File: config.mk
export PLATFORM = sky130hd
export DESIGN_NAME = hilo_divide_unit
export DESIGN_NICKNAME = d
export VERILOG_FILES = /design/src/rtl/hilo_div_pkg.sv /design/src/rtl/div_step.sv /design/src/rtl/hilo_divide_unit.sv
export SDC_FILE = /design/constraint.sdc
export NUM_CORES = 1
export LEC_CHECK = 0
export ABC_AREA = 1
export ABC_CLOCK_PERIOD_IN_PS = 6300
export CORE_MARGIN = 5
export CORE_UTILIZATION = 32
export DETAILED_ROUTE_END_ITERATION = 16
export SKIP_LAST_GASP = 1
export SYNTH_ARGS = -nofsm -noshare
export SYNTH_HDL_FRONTEND = slang
export SYNTH_SLANG_ARGS = --single-unit
export TNS_END_PERCENT = 100
File: constraint.sdc
create_clock -name clk -period 6.3 [get_ports clk]
set_clock_uncertainty 0.1 [all_clocks]
set_input_delay 0.945 -clock clk [delete_from_list [all_inputs] [get_ports clk]]
set_output_delay 0.945 -clock clk [all_outputs]
set_load 0.1 [all_outputs]
File: src/rtl/hilo_div_pkg.sv
// Shared definitions for the HI/LO divide unit: FSM states, widths, flag bit positions.
package hilo_div_pkg;

    localparam int DIV_WIDTH = 32;
    localparam int CNT_W     = $clog2(DIV_WIDTH);

    // Bit positions inside the 4-bit {C,V,N,Z} flags word
    localparam int FLAG_C = 3;
    localparam int FLAG_V = 2;
    localparam int FLAG_N = 1;
    localparam int FLAG_Z = 0;

    typedef enum logic [2:0] {
        IDLE,
        PREP,
        RUN,
        FIX,
        DONE
    } state_t;

endpackage

File: src/rtl/div_step.sv
// One restoring-division iteration on unsigned magnitudes.
import hilo_div_pkg::*;

module div_step #(
    parameter int WIDTH = DIV_WIDTH
) (
    input  logic [WIDTH-1:0] remainder,
    input  logic [WIDTH-1:0] quotient,
    input  logic [WIDTH-1:0] divisor,
    output logic [WIDTH-1:0] next_remainder,
    output logic [WIDTH-1:0] next_quotient
);

    // The shifted partial remainder needs one extra bit; a successful
    // trial subtraction always brings it back under WIDTH bits.
    logic [WIDTH:0] shifted;
    logic           fits;

    // Shift remainder:quotient left, trial-subtract, keep result if no borrow
    always_comb begin
        shifted        = {remainder, quotient[WIDTH-1]};
        fits           = (shifted >= {1'b0, divisor});
        next_remainder = fits ? WIDTH'(shifted - {1'b0, divisor}) : shifted[WIDTH-1:0];
        next_quotient  = {quotient[WIDTH-2:0], fits};
    end

endmodule

File: src/rtl/hilo_divide_unit.sv
// Iterative DIV/DIVU engine holding the architectural HI (remainder) and LO (quotient).
import hilo_div_pkg::*;

module hilo_divide_unit #(
    parameter int WIDTH = DIV_WIDTH
) (
    input  logic             clk,
    input  logic             reset_n,
    input  logic             start,
    input  logic             is_signed,
    input  logic [WIDTH-1:0] dividend,
    input  logic [WIDTH-1:0] divisor,
    input  logic             mthi,
    input  logic             mtlo,
    input  logic [WIDTH-1:0] wr_data,
    output logic             busy,
    output logic             done,
    output logic [WIDTH-1:0] hi,
    output logic [WIDTH-1:0] lo,
    output logic [3:0]       flags
);

    localparam logic [WIDTH-1:0] MOST_NEG  = {1'b1, {(WIDTH-1){1'b0}}};
    localparam logic [CNT_W-1:0] LAST_STEP = CNT_W'(WIDTH - 1);

    state_t           state;
    logic [CNT_W-1:0] cnt;
    logic [WIDTH-1:0] rem;
    logic [WIDTH-1:0] quo;     // raw dividend in PREP, then the shifting quotient
    logic [WIDTH-1:0] dvs;     // raw divisor in PREP, then its magnitude
    logic             sgn;
    logic             q_neg;
    logic             r_neg;
    logic             ovf;

    logic [WIDTH-1:0] a_mag;
    logic [WIDTH-1:0] b_mag;
    logic [WIDTH-1:0] q_fin;
    logic [WIDTH-1:0] r_fin;
    logic [WIDTH-1:0] step_rem;
    logic [WIDTH-1:0] step_quo;

    div_step #(.WIDTH(WIDTH)) u_step (
        .remainder      (rem),
        .quotient       (quo),
        .divisor        (dvs),
        .next_remainder (step_rem),
        .next_quotient  (step_quo)
    );

    // Operand magnitudes for PREP and sign-corrected results for FIX
    always_comb begin
        a_mag = (sgn && quo[WIDTH-1]) ? '0 - quo : quo;
        b_mag = (sgn && dvs[WIDTH-1]) ? '0 - dvs : dvs;
        q_fin = q_neg ? '0 - quo : quo;
        r_fin = r_neg ? '0 - rem : rem;
    end

    // Divider FSM, HI/LO registers and registered status outputs
    always_ff @(posedge clk or negedge reset_n) begin
        if (!reset_n) begin
            state <= IDLE;
            cnt   <= '0;
            rem   <= '0;
            quo   <= '0;
            dvs   <= '0;
            sgn   <= 1'b0;
            q_neg <= 1'b0;
            r_neg <= 1'b0;
            ovf   <= 1'b0;
            busy  <= 1'b0;
            done  <= 1'b0;
            hi    <= '0;
            lo    <= '0;
            flags <= '0;
        end else begin
            done <= 1'b0;
            if (!busy && mthi) hi <= wr_data;
            if (!busy && mtlo) lo <= wr_data;

            case (state)
                IDLE, DONE: begin
                    // Raw operands are captured here and turned into magnitudes in PREP
                    if (start) begin
                        quo   <= dividend;
                        dvs   <= divisor;
                        sgn   <= is_signed;
                        busy  <= 1'b1;
                        state <= PREP;
                    end else begin
                        state <= IDLE;
                    end
                end
                PREP: begin
                    quo   <= a_mag;
                    dvs   <= b_mag;
                    rem   <= '0;
                    cnt   <= '0;
                    q_neg <= sgn && (quo[WIDTH-1] ^ dvs[WIDTH-1]);
                    r_neg <= sgn && quo[WIDTH-1];
                    ovf   <= sgn && (quo == MOST_NEG) && (dvs == '1);
                    if (dvs == '0) begin
                        flags[FLAG_C] <= 1'b0;
                        flags[FLAG_V] <= 1'b1;
                        flags[FLAG_N] <= lo[WIDTH-1];
                        flags[FLAG_Z] <= (lo == '0);
                        busy  <= 1'b0;
                        done  <= 1'b1;
                        state <= DONE;
                    end else begin
                        state <= RUN;
                    end
                end
                RUN: begin
                    rem <= step_rem;
                    quo <= step_quo;
                    cnt <= cnt + 1'b1;
                    if (cnt == LAST_STEP) state <= FIX;
                end
                FIX: begin
                    hi            <= r_fin;
                    lo            <= q_fin;
                    flags[FLAG_C] <= 1'b0;
                    flags[FLAG_V] <= ovf;
                    flags[FLAG_N] <= q_fin[WIDTH-1];
                    flags[FLAG_Z] <= (q_fin == '0);
                    busy          <= 1'b0;
                    done          <= 1'b1;
                    state         <= DONE;
                end
                default: begin
                    busy  <= 1'b0;
                    state <= IDLE;
                end
            endcase
        end
    end

endmodule

Word level (Yosys, flattened, before mapping) --
Cells that the tools add are included.
Storage, ports and cells: bits of input ports 102, flip-flop bits (word level) 178, logic and storage cells 84
Cells by class: order comparisons 1, multiplexer cells 26, equality and inequality tests 12, add/subtract/negate cells 5, bitwise operators 2, reductions and logical operators 24
Operator list (count):
- $mux 32 | 11
- $pmux 32 s2 | 2
- $logic_not 32->1 | 3
- $pmux 32 s3 | 1
- $sub 1x32->32 const A | 3
- $eq 32x32->1 const B | 2
- $ge 33x32->1 | 1
- $sub 32x32->32 | 1
- $pmux 3 s4 | 1
- $ne 2x2->1 const B | 5
- $pmux 5 s2 | 1
- $reduce_bool 2->1 | 5
- $reduce_and 3->1 | 3
- $pmux 4 s2 | 1
- $logic_and 1x1->1 | 7
- $eq 3x2->1 const B | 2
- $mux 3 | 2
- $add 5x1->5 const B | 1
- $eq 5x5->1 const B | 1
- $mux 1 | 4
- $mux 4 | 1
- $reduce_and 2->1 | 2
- $eq 3x1->1 const B | 1
- $eq 3x3->1 const B | 1
- other kinds (8) | 8

Longest topological paths before layout --
depth in word-level cells 4, gate-level depth with buffers 16, gate-level depth less buffers 16

Cells and area by module --
A second synthesis with hierarchy kept.
Second synthesis, totals: cells, all modules 2192, area total of the unflattened synthesis 14322.5 um^2
By module, submodules not included:
- hilo_divide_unit | instances 1, area an instance 10891.7 um^2, cells an instance 1511
- div_step | instances 1, area an instance 3430.8 um^2, cells an instance 681

Least setup slack after synthesis --
Ideal clock, no wire load.
kind register to register, start point register busy, end point register hi[14], setup time 87 ps, cell stages (with the launch flop) 9, path slack 3938 ps, data required time 6113 ps, buffers on the path 2, period minus slack after synthesis 2362 ps, arrival 2175 ps, cells stage by stage dfrtp_1 > inv_1 > nand2_1 > nand2_1 > inv_1 > buf_2 > clkbuf_1 > nand2_1 > o211ai_1
Between the ends: cells in the longest elaborated chain, start to end 3
Ends and longest elaborated chain:
- start, declared | RTL line hilo_divide_unit.sv:16 | output logic busy,
- start signal, assigned | RTL line hilo_divide_unit.sv:71 | busy <= 1'b0;
- start signal, assigned | RTL line hilo_divide_unit.sv:88 | busy <= 1'b1;
- start signal, assigned | RTL line hilo_divide_unit.sv:107 | busy <= 1'b0;
- $logic_not 1->1 | RTL line hilo_divide_unit.sv:78 | if (!busy && mthi) hi <= wr_data;
- $logic_and 1x1->1 | RTL line hilo_divide_unit.sv:78
- $reduce_bool 2->1 (no source line)
- end signal, assigned | RTL line hilo_divide_unit.sv:78
- end signal, assigned | RTL line hilo_divide_unit.sv:121 | hi <= r_fin;
- end, declared | RTL line hilo_divide_unit.sv:18 | output logic [WIDTH-1:0] hi,
No other way between the ends. A chain may end at the register's enable or synchronous reset.

Worst setup path in the final report --
start point register state[1], end point register quo[31]
Between the ends: cells in the longest elaborated chain, start to end 4
Ends and longest elaborated chain:
- start, declared | RTL line hilo_divide_unit.sv:26 | state_t state;
- start signal, assigned | RTL line hilo_divide_unit.sv:62 | state <= IDLE;
- start signal, assigned | RTL line hilo_divide_unit.sv:89 | state <= PREP;
- start signal, assigned | RTL line hilo_divide_unit.sv:91 | state <= IDLE;
- $eq 3x3->1 or $logic_not 3->1 (tied branches) | RTL line hilo_divide_unit.sv:81 | case (state)
- $reduce_or 2->1 | RTL line hilo_divide_unit.sv:81
- $ne 2x2->1 (no source line) or $reduce_bool 3->1 (tied branches)
- $reduce_and 3->1 (no source line)
- end signal, assigned | RTL line hilo_divide_unit.sv:85 | quo <= dividend;
- end signal, assigned | RTL line hilo_divide_unit.sv:95 | quo <= a_mag;
- end signal, assigned | RTL line hilo_divide_unit.sv:116 | quo <= step_quo;
- end, declared | RTL line hilo_divide_unit.sv:29 | logic [WIDTH-1:0] quo;
Several ways; a longest one is shown, not always the timed one.

==> flow_metrics.py <==
metrics = {
    "logic_synthesis": {
        "synthTopCellsByArea": "dfrtp_1 (33%), nand2_1 (15%), nand3_1 (8.2%), inv_1 (5.0%), nor2_1 (4.8%)",
        "ys_types": 53,
        "synthCells": 1948,
        "yosysSeqAreaShare_pct": 33.4,
        "synth_area_um2": 13300,
        "synth.top_cell.area_share_pct": 33.4,
        "synth_nets": 2089,
        "yosys_register_bits": 177,
        "synth_largest_area_cell": "dfrtp_1",
        "synth_area_per_cell_um2": 6.80,
        "yosysWarnings": 0,
    },
    "sta": {
        "whs_ns": 0.404,
        "max_slew_margin_pct": 21.9,
        "setup_viol": 0,
        "fmax_mhz": 275,
        "hold_violations": 0,
        "fin_tns_setup_ns": 0,
        "post-route-period-util_pct": 57.8,
        "rsz0062_at_grt": "false",
        "worstMarginPinSlew_ns": 1.17,
        "finalMaxSlewViolations": 0,
        "period_needed_ns": 3.64,
    },
    "setup_path": {
        "crit_path_start_kind": "flop",
        "worstPathMaxFanout": 63,
        "endpoint_kind": "flop",
        "arrival_ns": 3.84,
        "critPathKind": "reg -> reg",
        "crit_required_ns": 6.50,
    },
    "routing": {
        "wire_per_inst_um": 19.1,
        "antenna_left": 0,
        "vias_per_cell": 5.47,
        "drt_iter0_drc": 1412,
        "drc": 0,
        "drt_pre_antenna_iters": 8,
        "wl_mm": 50.0,
        "num_vias": 14300,
    },
    "die": {
        "die_width_um": 214,
        "num_rows": 74,
        "core_um2": 40900,
        "initial_core_util_pct": 32.4,
        "die_area_um2": 45600,
        "num_io_pins": 172,
        "chipHeight_um": 214,
    },
    "layout": {
        "drive_above_1_share_pct": 5.18,
        "fin_nets": 2213,
        "syn2layout_area_growth_pct": 20.6,
        "n_antenna_cell": 0,
        "utilization_pct": 39.1,
        "finalInstanceArea_um2": 16000,
    },
    "cts": {
        "clk_latency_ns": 0.46,
        "hold_buffers": 0,
        "cts.sinks": 177,
        "cts_tree": "done",
        "path_clk_slew_ns": 0.09,
        "clockBufferDepth": 2,
        "cts-root-buf": "clkbuf_16",
        "cts_buffers": 17,
        "cts_resized": 0,
        "htree_levels": 4,
        "post_cts_buffers": 0,
    },
    "placement": {
        "placed_cell_area_um2": 15400,
        "portBuffers": 170,
        "gp_congestion": 0.957,
        "dp_hpwl_mm": 39.1,
    },
    "power_and_ir_drop": {
        "power_density_nw_per_um2": 619,
        "power_leakage_nw": 7.30,
        "total_power_mw": 9.89,
        "peakVddDrop_mv": 0.309,
    },
    "global_route": {
        "gr-usage-all-layers_pct": 21.5,
        "grt_pass1_wl_mm": 77.3,
        "antenna_found_initial": 0,
        "grt_pass1_vias": 13400,
        "grt_overflow": 0,
        "grt_max_degree": 90,
    },
    "job": {
        "max_cap_viol_count": 0,
    },
    "run_status": {
        "status": "completed",
    },
    "min_path": {
        "hold_path_class": "reg -> reg",
    },
}
## cells by family (layout without fill, tap and decap cells)
kind of cell	after synthesis	count (layout)	share of synthesized area, %
adders and majority gates	39	39	3.74
other	1	1	0.0283
DFF	177	177	33.4
xor gates and xnor gates	34	34	2.25
buffers and inverters	266	403	8.12
muxes	1	1	0.0849
and+or+nand+nor	1054	1054	34.9
AOI/OAI and AO/OA	376	376	17.4
## synth_stat cells (all sizes together)
| library cell | count |
|---|---|
| a21boi | 2 |
| a21o | 4 |
| a221oi | 23 |
| o21bai | 9 |
| buf | 32 |
| a32o | 1 |
| mux2 | 1 |
| a31o | 1 |
| o22ai | 18 |
| nand3b | 5 |
| o21ai | 129 |
| nand3 | 222 |
| clkinv | 4 |
| a31oi | 7 |
| o211ai | 45 |
| conb | 1 |
| xor2 | 18 |
| fa | 1 |
| o221ai | 22 |
| o21a | 6 |
| dfrtp | 177 |
| a22o | 3 |
| nor3 | 24 |
| nand4 | 35 |
| or2 | 7 |
| clkbuf | 46 |
| a21oi | 95 |
| a22oi | 11 |
| nor2 | 187 |
| xnor2 | 16 |
| ha | 38 |
| inv | 184 |
| nor4 | 20 |
| nand2 | 554 |
## state kept, by name (all words and copies together), names as in the netlist, 3 cells and up
name   count
lo        32
rem       32
quo       32
hi        32
flags      3
cnt        5
dvs       32
state      3
## path summary, 6_finish.rpt
path,slack (ns),from,to,cells after the start
setup / recovery,2.66,state[1],quo[31],9
hold / removal,0.40,rem[31],rem[31],2
setup reg to reg,2.66,state[1],quo[31],9
hold reg to reg,0.40,rem[31],rem[31],2
max in group asynchronous,4.35,reset_n,hi[12],2
min in group asynchronous,0.48,reset_n,sgn,1
## worst max-delay path, stage by stage (launching register included)
cell and delay (ns):
dfrtp_1 0.45, nor3_4 0.19, buf_4 0.57, inv_2 0.55
nand2_1 0.23, inv_2 0.05, nand2_1 0.07, nand2_2 0.57
a221oi_1 0.53, a22oi_1 0.13
## stage by stage
step                worst slack [ns]  cells
global placement                2.60   2585
global route                    2.34   2617
detailed placement              2.55   2585
finish                          2.66   2617
CTS                             2.67   2617
floorplan                       3.94   1948
## placed cells by master (no fill, tap or decap), types with 3 or more instances in the layout
cell type,instances
ha_1,38
o22ai_1,18
nor4_1,20
nand3_1,215
nand3b_1,4
nand2_2,9
nor2_1,170
a21o_1,4
o21bai_1,9
a21oi_1,93
inv_1,176
inv_2,7
clkinv_1,5
nor3_2,4
a22oi_1,11
xor2_1,18
inv_6,3
or2_2,7
nand3_2,7
nand4_1,34
nor2_2,10
clkdlybuf4s50_1,169
o221ai_1,22
a221oi_1,23
nand2_1,543
o211ai_1,44
o21ai_1,10
buf_4,13
a22o_1,3
nor2_4,7
xnor2_1,16
a31oi_1,7
inv_8,5
clkbuf_16,17
nor3_1,19
o21a_1,6
dfrtp_1,177
o21ai_0,118
## layer usage
layer | vias to the layer above | share of wire [%] | global-route usage [%]
li1 | 6874 | - | -
met1 | 6834 | 48 | 33.3
met2 | 559 | 43 | 31.8
met3 | 40 | 6.9 | 2.93
met4 | 0 | 1.8 | 4.98
met5 | - | 0 | 0
## power breakdown
part / total, mW / internal [mW] / switching [mW] / leakage (nW)
sequential: 2.23 / 1.63 / 0.597 / 2.21
combinational: 6.49 / 1.74 / 4.75 / 4.79
clock: 1.17 / 0.614 / 0.558 / 0.307
## area by class of cell
type	count	area (um2)
clock buffer	17	425
sequential	177	4430
inverter	188	706
timing repair buffer	183	1800
multi-input combinational	1505	7760
fill	4368	24900
tap	532	666
clock inverter	15	208
(Power assumes the default switching activity.)
